<file path="src/rtl/ammo_sat_counter.sv">
// Saturating ammo counter with programmable capacity, reload, refill and rate-sized fire.
// Latency: ammo, max_ammo and error update one cycle after the inputs; empty and full follow ammo combinationally.
// Backpressure: none; every request is taken on each clock, and a losing request is dropped.
module ammo_sat_counter #(
    parameter int          N         = 9,
    parameter int unsigned MAX_RESET = (1 << N) - 1
) (
    input  logic         clk,
    input  logic         rst,
    input  logic         load,
    input  logic         load_max,
    input  logic         up,
    input  logic         fire,
    input  logic [1:0]   mode_sel,
    input  logic [N-1:0] in,
    input  logic [N-1:0] rate,
    output logic [N-1:0] ammo,
    output logic [N-1:0] max_ammo,
    output logic         empty,
    output logic         full,
    output logic         error
);

    typedef enum logic [1:0] {
        SEL_LOAD  = 2'd0,
        SEL_SHOOT = 2'd1,
        SEL_UP    = 2'd2,
        SEL_HOLD  = 2'd3
    } cnt_sel_e;

    localparam logic [N-1:0] MAX_RESET_V = N'(MAX_RESET);

    logic         attack;
    logic         shoot;
    cnt_sel_e     cnt_sel;
    logic [N-1:0] load_val;
    logic [N-1:0] shoot_val;
    logic [N-1:0] up_val;
    logic [N-1:0] ammo_nxt;
    logic [N-1:0] max_nxt;
    logic         error_nxt;

    assign attack = (mode_sel == 2'b10);
    assign shoot  = fire & ~load & attack;

    // Each candidate is clamped on its own, so no subtraction or increment can wrap.
    assign load_val  = (in > max_ammo)   ? max_ammo      : in;
    assign shoot_val = (ammo > rate)     ? ammo - rate   : '0;
    assign up_val    = (ammo < max_ammo) ? ammo + 1'b1   : max_ammo;

    always_comb begin
        cnt_sel = SEL_HOLD;
        if (load)
            cnt_sel = SEL_LOAD;
        else if (shoot)
            cnt_sel = SEL_SHOOT;
        else if (up)
            cnt_sel = SEL_UP;
    end

    always_comb begin
        ammo_nxt = ammo;
        case (cnt_sel)
            SEL_LOAD:  ammo_nxt = load_val;
            SEL_SHOOT: ammo_nxt = shoot_val;
            SEL_UP:    ammo_nxt = up_val;
            default:   ammo_nxt = ammo;
        endcase
    end

    assign max_nxt   = load_max ? in : max_ammo;
    assign error_nxt = fire & (~attack | (ammo == '0));

    always_ff @(posedge clk or posedge rst) begin
        if (rst) begin
            ammo     <= '0;
            max_ammo <= MAX_RESET_V;
            error    <= 1'b0;
        end else begin
            ammo     <= ammo_nxt;
            max_ammo <= max_nxt;
            error    <= error_nxt;
        end
    end

    assign empty = (ammo == '0);
    assign full  = (ammo == max_ammo);

endmodule

</file>
<file path="config.mk">
export PLATFORM = sky130hd
export DESIGN_NAME = ammo_sat_counter
export DESIGN_NICKNAME = d
export VERILOG_FILES = /design/src/rtl/ammo_sat_counter.sv
export SDC_FILE = /design/constraint.sdc
export NUM_CORES = 1
export LEC_CHECK = 0
export BUFFER_PORTS_ARGS = -buffer_cell sky130_fd_sc_hd__buf_4
export CAP_MARGIN = 25
export CORE_ASPECT_RATIO = 1.75
export CORE_MARGIN = 3
export CORE_UTILIZATION = 45
export DETAILED_ROUTE_END_ITERATION = 10
export PLACE_DENSITY = 0.77
export SETUP_SLACK_MARGIN = 0.02
export SLEW_MARGIN = 20
export SYNTH_ARGS = -nofsm -noshare
export SYNTH_HDL_FRONTEND = slang
export SYNTH_SLANG_ARGS = --single-unit
</file>
<file path="constraint.sdc">
create_clock -name clk -period 3.04 [get_ports clk]
set_input_delay 0.608 -clock clk [delete_from_list [all_inputs] [get_ports clk]]
set_output_delay 0.608 -clock clk [all_outputs]
set_load 0.01 [all_outputs]
</file>
### Word level (Yosys, flattened, before mapping)

Index checks and enable logic that the tools add are counted.

| storage, ports and cells | value |
|---|---|
| register bits after elaboration | 19 |

| cells by class | value |
|---|---|
| magnitude comparators | 3 |
| reductions and logical operators | 3 |
| add/subtract/negate cells | 2 |
| bitwise logic cells | 6 |
| equality and inequality tests | 4 |
| mux-type cells | 7 |

Operator list:

| kind | count |
|---|---|
| 9-bit 2-to-1 mux | 3 |
| 9-bit one-hot mux with 3 select lines | 1 |
| 9-bit greater-than comparator | 2 |
| 9-bit by 1-bit adder with 9-bit output (second input constant) | 1 |
| 9-bit equality test | 1 |
| 9-bit logical NOT | 1 |
| 9-bit < comparator | 1 |
| 9-bit subtractor | 1 |
| 2-bit equality test (second input constant) | 2 |
| 2-bit 2-to-1 mux | 2 |
| 1-bit bitwise AND | 3 |
| 3-bit nonzero test | 1 |
| 2-bit by 1-bit equality test with 1-bit output (second input constant) | 1 |
| 2-bit logical NOT | 1 |
| 1-bit inverter | 2 |
| 1-bit 2-to-1 mux | 1 |
| 1-bit OR | 1 |

### Longest topological paths before layout

Gate-level depths: netlist of run 1.

| depth | value |
|---|---|
| depth after elaboration | 7 |
| gate-level depth with buffers | 11 |
| depth with buffers taken out | 11 |

### Worst setup path before layout of run 1

Ideal clock, no wire load.

| path | value |
|---|---|
| path type | register -> register |
| start | reg max_ammo[4] |
| end | reg ammo[0] |
| clock period less this slack | 2.622 ns |
| required time | 2.899 ns |
| slack | 0.418 ns |
| arrival time | 2.480 ns |
| cell stages (with the launch flop) | 9 |
| buffers on the path | 0 |
| cells stage by stage | dfstp_2 inv_1 ha_1 a21oi_2 o21ai_2 a2111oi_4 mux2_4 a221oi_2 a221oi_2 |

| on the way | value |
|---|---|
| word-level cells in the longest chain between the ends | 3 |
| elaborated cells between the ends (all ways) | 5 |
| those cells by class | 2 x order compare; 3 x mux |

RTL lines:

| item | line | source |
|---|---|---|
| from (decl) | 18 | `output logic [N-1:0] max_ammo,` |
| from (signal assigned) | 81 | `max_ammo <= max_nxt;` |
| 9-bit < comparator or 9-bit greater-than comparator (tied branches) | 49, 47 |  |
| 9-bit 2-to-1 mux (on tied branches) | 49, 47 |  |
| 9-bit one-hot mux with 3 select lines (*) | 63 | `case (cnt_sel)` |
| to (signal assigned) | 80 | `ammo <= ammo_nxt;` |
| to (decl) | 17 | `output logic [N-1:0] ammo,` |

Mark *: on every way between the ends. The rest lies on a longest branch, timed or not.
A chain may end at the register's enable or synchronous reset.

### Worst setup path after layout of run 1

| path | value |
|---|---|
| start | reg max_ammo[2] |
| end | reg ammo[0] |

The elaborated chain is that of the path after synthesis.

==> results of run 1 <==
==> layer usage <==
metal	vias up	GRT usage	share of wire
li1	953	-	-
met2	48	0.3894	0.56
met1	928	0.2214	0.38
met3	15	0.01729	0.031
met5	-	0	0
met4	0	0.09643	0.023
==> flip-flops by register name, summed over array words and instances (netlist names) <==
name,count
ammo,9
error,1
max_ammo,9
==> cell usage after synthesis (5+ instances only) <==
master    instances  share of area
a221oi_1          8          0.033
a221oi_2          9          0.063
a21oi_1           5          0.012
mux2i_1          15          0.070
inv_1            34          0.060
dfstp_2           9           0.11
o21ai_0          13          0.030
nand4_1           6          0.018
nand2_1          16          0.028
xnor2_1           8          0.033
ha_1             32           0.19
dfrtp_1          10           0.12
nor2_1            8          0.014
==> cell families after synthesis <==
kind of cell,Yosys count
compound gates,60
simple gates,53
buf+inv,41
mux,18
flops,19
fa+ha+maj,33
xor+xnor,12
==> per-stage QoR <==
| step | hold slack, ps | cells | total power, mW | utilization |
|---|---|---|---|---|
| 4_1_cts | 512.7 | 334 | 1.450 | 0.5792 |
| 5_1_grt | 536.0 | 334 | 1.562 | 0.5792 |
| 3_3_place_gp | 554.3 | 330 | 1.240 | 0.5692 |
| 6_report | 479.3 | 334 | 1.451 | 0.5792 |
| 3_5_place_dp | 558.9 | 330 | 1.255 | 0.5692 |
| 2_1_floorplan | 532.0 | 236 | 0.9872 | - |
==> power groups by stage <==
| stage | Clock, mW | Combinational (mW) | Sequential, mW |
|---|---|---|---|
| floorplan | 0 | 0.600 | 0.387 |
| global placement | 0 | 0.849 | 0.391 |
| detailed placement | 0 | 0.864 | 0.391 |
| CTS | 0.193 | 0.871 | 0.386 |
| global route | 0.203 | 0.964 | 0.395 |
| finish | 0.188 | 0.875 | 0.388 |
==> worst register-to-register path: stages, from the launching register on <==
cell       delay, ps
dfstp_2          540
inv_1             90
ha_1             310
a21oi_1          210
o21ai_2          100
a2111oi_4        340
buf_4            260
mux2_4           320
a221oi_2         260
a221oi_2          50
==> path summary, 6_finish.rpt <==
check	end	slack [ps]	cells after the start
hold reg to reg	max_ammo[7]	580	2
setup reg to reg	ammo[0]	430	9
hold / removal	ammo[8]	480	2
min in group clk	max_ammo[8]	570	3
max in group asynchronous	ammo[1]	2080	2
setup / recovery	ammo[0]	430	9
==> cell type report <==
type	instances	area (µm²)	area share
inverters	34	127.6	0.04913
flip-flops and latches	19	486.7	0.1874
well taps	51	63.81	0.02457
repair buffers	50	375.4	0.1445
multi-input cells	176	1499	0.5771
clock buffers	4	45.04	0.01734
==> cell usage in the layout, fill, tap and decap left out, types with 2 or more instances in the layout <==
master	count
dfrtp_1	10
o21ai_0	13
and4_1	2
or2_2	2
nand3_1	4
xor2_1	4
a21o_1	3
xnor2_1	8
clkbuf_8	3
nor2_1	8
inv_1	34
mux2_4	2
a211oi_1	3
nor2b_1	4
nor3_1	4
a221oi_2	9
dfstp_2	9
o21a_1	2
buf_4	50
ha_1	32
a31oi_1	3
mux2i_1	15
a21oi_1	5
nand2b_1	3
nand4_1	6
nand2_1	16
a21oi_2	2
a221oi_1	8
==> impl_metrics.py, run 1 <==
metrics = {
    "outcome": {
        "outcome": "finished clean",
    },
    "cts": {
        "cts_resized": 0,
        "clockBufferDepth": 2,
        "hold_buffers": 0,
        "root_buffer": "clkbuf_8",
        "htreeDepth": 1,
        "post-cts-setup-buffers": 0,
        "cts_buffers": 3,
        "clkSinkCount": 19,
        "cts_tree": "done",
        "insertion_delay_ps": 270,
        "clk_pin_slew_ps": 80,
    },
    "timing": {
        "finalHoldViolations": 0,
        "max_slew_margin": 0.4870,
        "fin_ws_ps": 431.3,
        "worst_slew_pin_slew_ps": 768.6,
        "fin_crit_sh": 0.8581,
        "drv_slew": 0,
        "fmaxAchievable_mhz": 383.3,
        "fin_skew_ps": 2.672,
        "setup_viol": 0,
        "timing.setup.tns_ps": 0,
        "rsz0062_at_grt": "no",
        "finalCriticalPeriod_ps": 2609,
    },
    "power": {
        "p_int_mw": 0.8064,
        "p_sw_mw": 0.6444,
        "seq_power_share": 0.268,
        "combPwrFrac": 0.603,
        "power.density_nw_per_um2": 558.5,
        "p_clk_frac": 0.129,
        "power_switching_share": 0.4442,
        "vdd_drop_max_mv": 0.3292,
        "p_leak_nw": 1.309,
    },
    "drt": {
        "dr.pass1.iters": 4,
        "wl_per_cell_um": 16.68,
        "vias_per_cell": 5.820,
        "remaining_drc_errors": 0,
        "wirelength_um": 5570,
        "num_vias": 1944,
        "antenna_left": 0,
        "drt_iter0_drc": 41,
    },
    "global_route": {
        "gr-total-overflow": 0,
        "grt_pass1_vias": 2041,
        "grt_max_degree": 20,
        "antenna_found_initial": 0,
        "grt_use_total": 0.2075,
        "grt_pass1_wl_um": 9252,
    },
    "cells_and_area": {
        "diodes": 0,
        "fin_area_um2": 2597,
        "drive_above_1_share": 0.2862,
        "area_growth_pct": 21.33,
        "fin_nets": 343,
        "fill_cells": 401,
    },
    "setup_path": {
        "worstPathArrival_ps": 2740,
        "cpPeakStageDelay_ps": 540,
        "path_common_cell": "a221oi_2",
        "path_cells": "inv_1, ha_1, a21oi_1, o21ai_2, a2111oi_4, buf_4, mux2_4, a221oi_2, a221oi_2",
        "worstPathMaxFanout": 10,
        "cp-start-kind": "flop",
        "crit_path_start": "max_ammo[2]",
        "cpMaxStageDelayCell": "dfstp_2",
        "cp_num_buf_inv": 2,
        "critPathCaptureType": "flop",
        "crit_required_ps": 3170,
        "r2r_start": "max_ammo[2]",
        "path_delay_family": "compound AO/OA/AOI/OAI gates",
        "path_class": "flop to flop",
    },
    "die": {
        "start_util": 0.4774,
        "dieArea_um2": 5654,
        "io_pins": 47,
        "die_x_um": 58.14,
        "coreArea_um2": 4484,
        "rows": 32,
        "die_y_um": 97.25,
    },
    "logic_synthesis": {
        "yosys.area_share.simple": 0.1251,
        "synth_edf_count": 0,
        "muxShareOfSynthArea": 0.08942,
        "ys_seq_area_frac": 0.2274,
        "synthAdderAreaFrac": 0.1964,
        "syn-cell-area_um2": 2141,
        "ys_types": 47,
        "syn_nets": 295,
        "ys_warn_count": 0,
        "synth_compound_gate_area_share": 0.2402,
        "synth_ff_type": "dfrtp_1",
        "syn_inst": 236,
        "synth_seq_cells": 19,
        "synth_xor_xnor_area_share": 0.04909,
        "synth_top_family_by_area": "compound AO/OA/AOI/OAI gates",
        "synth.avg_cell_area_um2": 9.071,
        "ys_async_sr_fraction": 1.000,
    },
    "placement": {
        "portBuffers": 46,
        "place_ws_ps": 372.1,
        "hpwl_um": 4575,
        "gp_congestion": 0.8386,
        "placed_area_um2": 2552,
    },
    "flow_run": {
        "maxCapViolations": 0,
    },
    "hold_path": {
        "hold_path_class": "input port to asynchronous set/reset pin",
    },
}
No activity file was read; power rests on OpenSTA's default activity.
==> run 2, diff against run 1 <==
--- a/config.mk
+++ b/config.mk
@@ -8,7 +8,6 @@
 export BUFFER_PORTS_ARGS = -buffer_cell sky130_fd_sc_hd__buf_4
 export CAP_MARGIN = 25
 export CORE_ASPECT_RATIO = 1.75
-export CORE_MARGIN = 3
 export CORE_UTILIZATION = 45
 export DETAILED_ROUTE_END_ITERATION = 10
 export PLACE_DENSITY = 0.77
==> run 2 against run 1 <==
Non-clock buffer count grew 1. Register-to-register slack lost 60 ps. Fmax shrank 2.4%. Cell area grew 0.29%. Wire length shrank 0.57%. Utilization grew 0.17 points. First-iteration DRC count grew 39%. Sequential power grew 1%. Sequential share of layout area shrank 0.054 points. Flip-flop and latch count is the same. Clock power shrank 2%. Critical endpoint is now ammo[3]. Largest cell class unchanged.
==> impl_metrics.py, run 2 (synthesized netlist as in run 1, its figures left out) <==
metrics = {
    "timing": {
        "finalHoldViolations": 0,
        "max_slew_margin": 0.4731,
        "timing.setup.tns_ps": 0,
        "fmaxAchievable_mhz": 374.2,
        "fin_skew_ps": 2.061,
        "finalCriticalPeriod_ps": 2673,
        "drv_slew": 0,
        "rsz0062_at_grt": "no",
        "setup_viol": 0,
        "fin_crit_sh": 0.8791,
        "worst_slew_pin_slew_ps": 789.5,
    },
    "drt": {
        "remaining_drc_errors": 0,
        "wirelength_um": 5538,
        "wl_per_cell_um": 16.53,
        "drt_iter0_drc": 57,
        "dr.pass1.iters": 4,
        "antenna_left": 0,
        "vias_per_cell": 5.997,
        "num_vias": 2009,
    },
    "power": {
        "vdd_drop_max_mv": 0.3693,
        "p_sw_mw": 0.6498,
        "fin_total_pwr_mw": 1.455,
        "combPwrFrac": 0.604,
        "p_int_mw": 0.8051,
        "power_switching_share": 0.4466,
        "p_leak_nw": 1.315,
        "p_clk_frac": 0.126,
        "power.density_nw_per_um2": 558.5,
        "seq_power_share": 0.270,
    },
    "global_route": {
        "gr-total-overflow": 0,
        "antenna_found_initial": 0,
        "grt_use_total": 0.2431,
        "grt_max_degree": 20,
        "grt_pass1_vias": 2014,
        "grt_pass1_wl_um": 8970,
    },
    "die": {
        "io_pins": 47,
        "start_util": 0.4774,
        "die_y_um": 93.25,
        "dieArea_um2": 5048,
        "rows": 32,
        "die_x_um": 54.14,
        "coreArea_um2": 4484,
    },
    "cts": {
        "clockBufferDepth": 2,
        "clk_pin_slew_ps": 70,
        "hold_buffers": 0,
        "clkSinkCount": 19,
        "root_buffer": "clkbuf_8",
        "cts_resized": 0,
        "cts_buffers": 3,
        "htreeDepth": 1,
        "insertion_delay_ps": 260,
        "post-cts-setup-buffers": 0,
        "cts_tree": "done",
    },
    "cells_and_area": {
        "reg_top3": "ammo x9, max_ammo x9, error x1",
        "final_cell_mix": "51 x buf_4, 34 x inv_1, 32 x ha_1",
        "layout_commonest_cell": "buf_4",
        "stdcell_count": 335,
        "diodes": 0,
        "area_growth_pct": 21.68,
        "fin_nets": 344,
        "drive_above_1_share": 0.2887,
    },
    "setup_path": {
        "worstPathMaxFanout": 8,
        "cp-start-kind": "flop",
        "worstPathArrival_ps": 2830,
        "path_class": "flop to flop",
        "r2r_cells": 9,
        "critPathCaptureType": "flop",
        "crit_required_ps": 3200,
    },
    "placement": {
        "hpwl_um": 4465,
        "portBuffers": 46,
        "dp.cells": 331,
        "gp_congestion": 0.8652,
    },
    "outcome": {
        "outcome": "finished clean",
    },
    "hold_path": {
        "hold_path_class": "input port to asynchronous set/reset pin",
    },
    "flow_run": {
        "maxCapViolations": 0,
    },
}
## run 2: cell types whose count changed in the layout (fill, tap and decap cells not counted)
cell,change
buf_4,+1
## run 2: through the flow
stage / setup WS, ps / hold slack [ps] / cell area, µm² / utilization
floorplan: 418.2 / 532.0 / 2141 / -
global placement: 461.8 / 549.3 / 2560 / 0.5709
detailed placement: 374.4 / 552.7 / 2560 / 0.5709
CTS: 357.7 / 509.6 / 2605 / 0.5809
global route: 178.8 / 546.0 / 2605 / 0.5809
finish: 367.4 / 491.6 / 2605 / 0.5809
## run 2: power by group through the flow
stage               sequential [mW]  clock, mW  combinational [mW]
detailed placement            0.395          0               0.867
global placement              0.393          0               0.846
CTS                           0.390      0.187               0.876
global route                  0.398      0.198               0.961
floorplan                     0.387          0               0.600
finish                        0.392      0.184               0.879
## run 2: per-layer routing
layer,global-route usage,up-vias,part of all wire
li1,-,965,-
met1,0.2657,950,0.37
met2,0.4187,74,0.54
met3,0.02602,20,0.044
met4,0.1517,0,0.043
met5,0,-,0
## run 2: worst paths after layout
check | slack, ps | from | end
worst max-delay path | 370 | max_ammo[4] | ammo[3]
worst min-delay path | 490 | rst | ammo[0]
worst max register to register | 370 | max_ammo[4] | ammo[3]
worst min register to register | 570 | max_ammo[1] | max_ammo[1]
max in group asynchronous | 2060 | rst | ammo[1]
min in group clk | 570 | max_ammo[1] | max_ammo[1]
## run 2: cell type report
class | count | area (µm²)
Multi-Input combinational cell | 176 | 1499
Inverter | 34 | 127.6
Timing Repair Buffer | 51 | 382.9
Sequential cell | 19 | 486.7
Fill cell | 414 | 1879
Clock buffer | 4 | 45.04
Tap cell | 51 | 63.81
## run 2: worst max-delay path, cell delays in order (launching register included)
cell	delay, ps
dfstp_2	550
inv_1	90
ha_1	330
a21oi_2	160
o21ai_2	100
a2111oi_4	470
buf_4	280
mux2i_1	240
a221oi_2	100
a221oi_1	250
==> run 3, diff against run 2 <==
--- a/config.mk
+++ b/config.mk
@@ -5,12 +5,13 @@
 export SDC_FILE = /design/constraint.sdc
 export NUM_CORES = 1
 export LEC_CHECK = 0
+export ABC_AREA = 1
 export BUFFER_PORTS_ARGS = -buffer_cell sky130_fd_sc_hd__buf_4
 export CAP_MARGIN = 25
 export CORE_ASPECT_RATIO = 1.75
 export CORE_UTILIZATION = 45
 export DETAILED_ROUTE_END_ITERATION = 10
-export PLACE_DENSITY = 0.77
+export PLACE_DENSITY = 0.76
 export SETUP_SLACK_MARGIN = 0.02
 export SLEW_MARGIN = 20
 export SYNTH_ARGS = -nofsm -noshare
==> run 3 against run 2 <==
Final cell count is 55% higher. Count of clock-buffer cells in the layout did not move. Die area is 19% higher. Worst setup slack improved by 250 ps. Register-to-register slack improved by 440 ps. Hold slack worse by 2.6 ps. Largest cell class unchanged. Highest routed layer unchanged.
==> impl_metrics.py, run 3 <==
metrics = {
    "outcome": {
        "outcome": "finished clean",
    },
    "logic_synthesis": {
        "ys_warn_count": 0,
        "yosysMostFrequentCell": "nand2_1",
        "ys_async_sr_fraction": 1.000,
        "yosys-top-cells-count": "123 x nand2_1, 62 x inv_1, 40 x nor2_1",
        "syn-cell-area_um2": 2566,
        "synth_ff_type": "dfrtp_1",
        "synth.area.top_cells": "nand2_1 18%, ha_1 16%, dfrtp_1 9.8%",
        "ys_types": 34,
        "synth_edf_count": 0,
        "synth.avg_cell_area_um2": 6.400,
        "synth.top_cell.area_share": 0.1799,
        "ys_seq_area_frac": 0.1897,
        "syn_nets": 460,
        "syn_inst": 401,
        "synth_top_area_cell": "nand2_1",
        "synth_seq_cells": 19,
    },
    "timing": {
        "finalCriticalPeriod_ps": 2418,
        "finalHoldViolations": 0,
        "fmaxAchievable_mhz": 413.6,
        "worst_slew_pin_slew_ps": 783.7,
        "timing.setup.tns_ps": 0,
        "max_slew_margin": 0.4770,
        "fin_ws_ps": 622.2,
        "drv_slew": 0,
        "fin_crit_sh": 0.7953,
        "rsz0062_at_grt": "no",
        "fin_skew_ps": 7.358,
        "setup_viol": 0,
        "holdWs_ps": 489.0,
    },
    "drt": {
        "antenna_left": 0,
        "wirelength_um": 6475,
        "remaining_drc_errors": 0,
        "drt_iter0_drc": 141,
        "vias_per_cell": 5.048,
        "num_vias": 2625,
        "wl_per_cell_um": 12.45,
        "dr.pass1.iters": 5,
    },
    "setup_path": {
        "worstPathArrival_ps": 1810,
        "cp-start-kind": "flop",
        "cpMaxStageDelayCell": "dfstp_2",
        "worstPathMaxFanout": 5,
        "path_cells": "inv_1, ha_1, nand2_2, nor2_4, nand3_1, nor2_1, buf_4",
        "crit_required_ps": 2430,
        "cpPeakStageDelay_ps": 530,
        "critPathCaptureType": "primary output",
        "path_class": "flop to primary output",
    },
    "placement": {
        "portBuffers": 46,
        "place_ws_ps": 678.1,
        "hpwl_um": 5305,
        "gp_congestion": 0.8836,
    },
    "cts": {
        "clockBufferDepth": 2,
        "post-cts-setup-buffers": 0,
        "cts_tree": "done",
        "insertion_delay_ps": 260,
        "clk_pin_slew_ps": 80,
        "htreeDepth": 1,
        "hold_buffers": 0,
        "cts_buffers": 3,
        "cts_resized": 0,
        "clkSinkCount": 19,
        "root_buffer": "clkbuf_8",
    },
    "cells_and_area": {
        "area_growth_pct": 16.33,
        "fill_cells": 578,
        "reg_top3": "ammo x9, max_ammo x9, error x1",
        "diodes": 0,
        "fin_nets": 504,
        "layout_commonest_cell": "nand2_1",
        "drive_above_1_share": 0.1959,
        "final_cell_mix": "123 x nand2_1, 62 x inv_1, 46 x buf_4",
    },
    "die": {
        "rows": 36,
        "dieArea_um2": 6020,
        "start_util": 0.4632,
        "die_x_um": 59.09,
        "die_y_um": 101.9,
        "coreArea_um2": 5540,
        "io_pins": 47,
    },
    "global_route": {
        "grt_use_total": 0.2305,
        "gr-total-overflow": 0,
        "grt_pass1_vias": 2488,
        "grt_max_degree": 20,
        "antenna_found_initial": 0,
        "grt_pass1_wl_um": 10630,
    },
    "power": {
        "p_leak_nw": 1.679,
        "fin_total_pwr_mw": 1.517,
        "power.density_nw_per_um2": 508.1,
        "vdd_drop_max_mv": 0.2862,
    },
    "flow_run": {
        "maxCapViolations": 0,
    },
    "hold_path": {
        "hold_path_class": "input port to asynchronous set/reset pin",
    },
}
## run 3: changes by cell type after synthesis, moves of 15 or more
| cell | previous run | this run |
|---|---|---|
| nand2_1 | 16 | 123 |
| nor2_1 | 8 | 40 |
| nand3_1 | 4 | 35 |
| inv_1 | 34 | 62 |
| a21oi_1 | 5 | 21 |
| mux2i_1 | 15 | 0 |
## run 3: power breakdown
part           internal (mW)  switching [mW]
Clock                 0.0935          0.0909
Sequential             0.303          0.0937
Combinational          0.373           0.563
## run 3: per-stage QoR
stage / std cells / util / area [µm²]
after global routing: 520 / 0.5388 / 2985
final: 520 / 0.5388 / 2985
after global placement: 516 / 0.5307 / 2940
after detailed placement: 516 / 0.5307 / 2940
after CTS: 520 / 0.5388 / 2985
after floorplan: 401 / - / 2566
## run 3: cell families after synthesis
| family | Yosys count | synth area share |
|---|---|---|
| xor gates and xnor gates | 3 | 0.01024 |
| buffers and inverters | 71 | 0.1195 |
| and+or+nand+nor | 232 | 0.4105 |
| DFF | 19 | 0.1897 |
| AOI/OAI and AO/OA | 43 | 0.1063 |
| adders and majority gates | 33 | 0.1638 |
## run 3: final timing paths
kind / start / cells past startpoint / slack [ps] / to
hold / removal: rst / 2 / 490 / error
max in group asynchronous: rst / 2 / 2050 / ammo[0]
min in group clk: max_ammo[0] / 2 / 550 / max_ammo[0]
setup / recovery: max_ammo[8] / 7 / 620 / full
setup reg to reg: max_ammo[4] / 10 / 810 / ammo[2]
hold reg to reg: max_ammo[0] / 2 / 550 / max_ammo[0]
## run 3: area by class of cell
type	count	area (µm²)	area share
sequential	19	486.7	0.1630
tap	76	95.09	0.03185
clock buffer	4	45.04	0.01509
multi-input combinational	311	1773	0.5939
timing repair buffer	46	345.3	0.1157
inverter	64	240.2	0.08047
## run 3: layer usage
metal | routed length (µm) | GRT usage | vias to the layer above
li1 | - | - | 1374
met4 | 335 | 0.1319 | 0
met5 | 0 | 0 | -
met3 | 144 | 0.01646 | 25
met2 | 3542 | 0.4572 | 58
met1 | 2452 | 0.2221 | 1168
## run 3: critical path, delay by kind of cell (launching register included)
kind	cells	cell delay [ps]
and+or+nand+nor	4	470
buffers and inverters	2	210
adders and majority gates	1	320
DFF	1	530
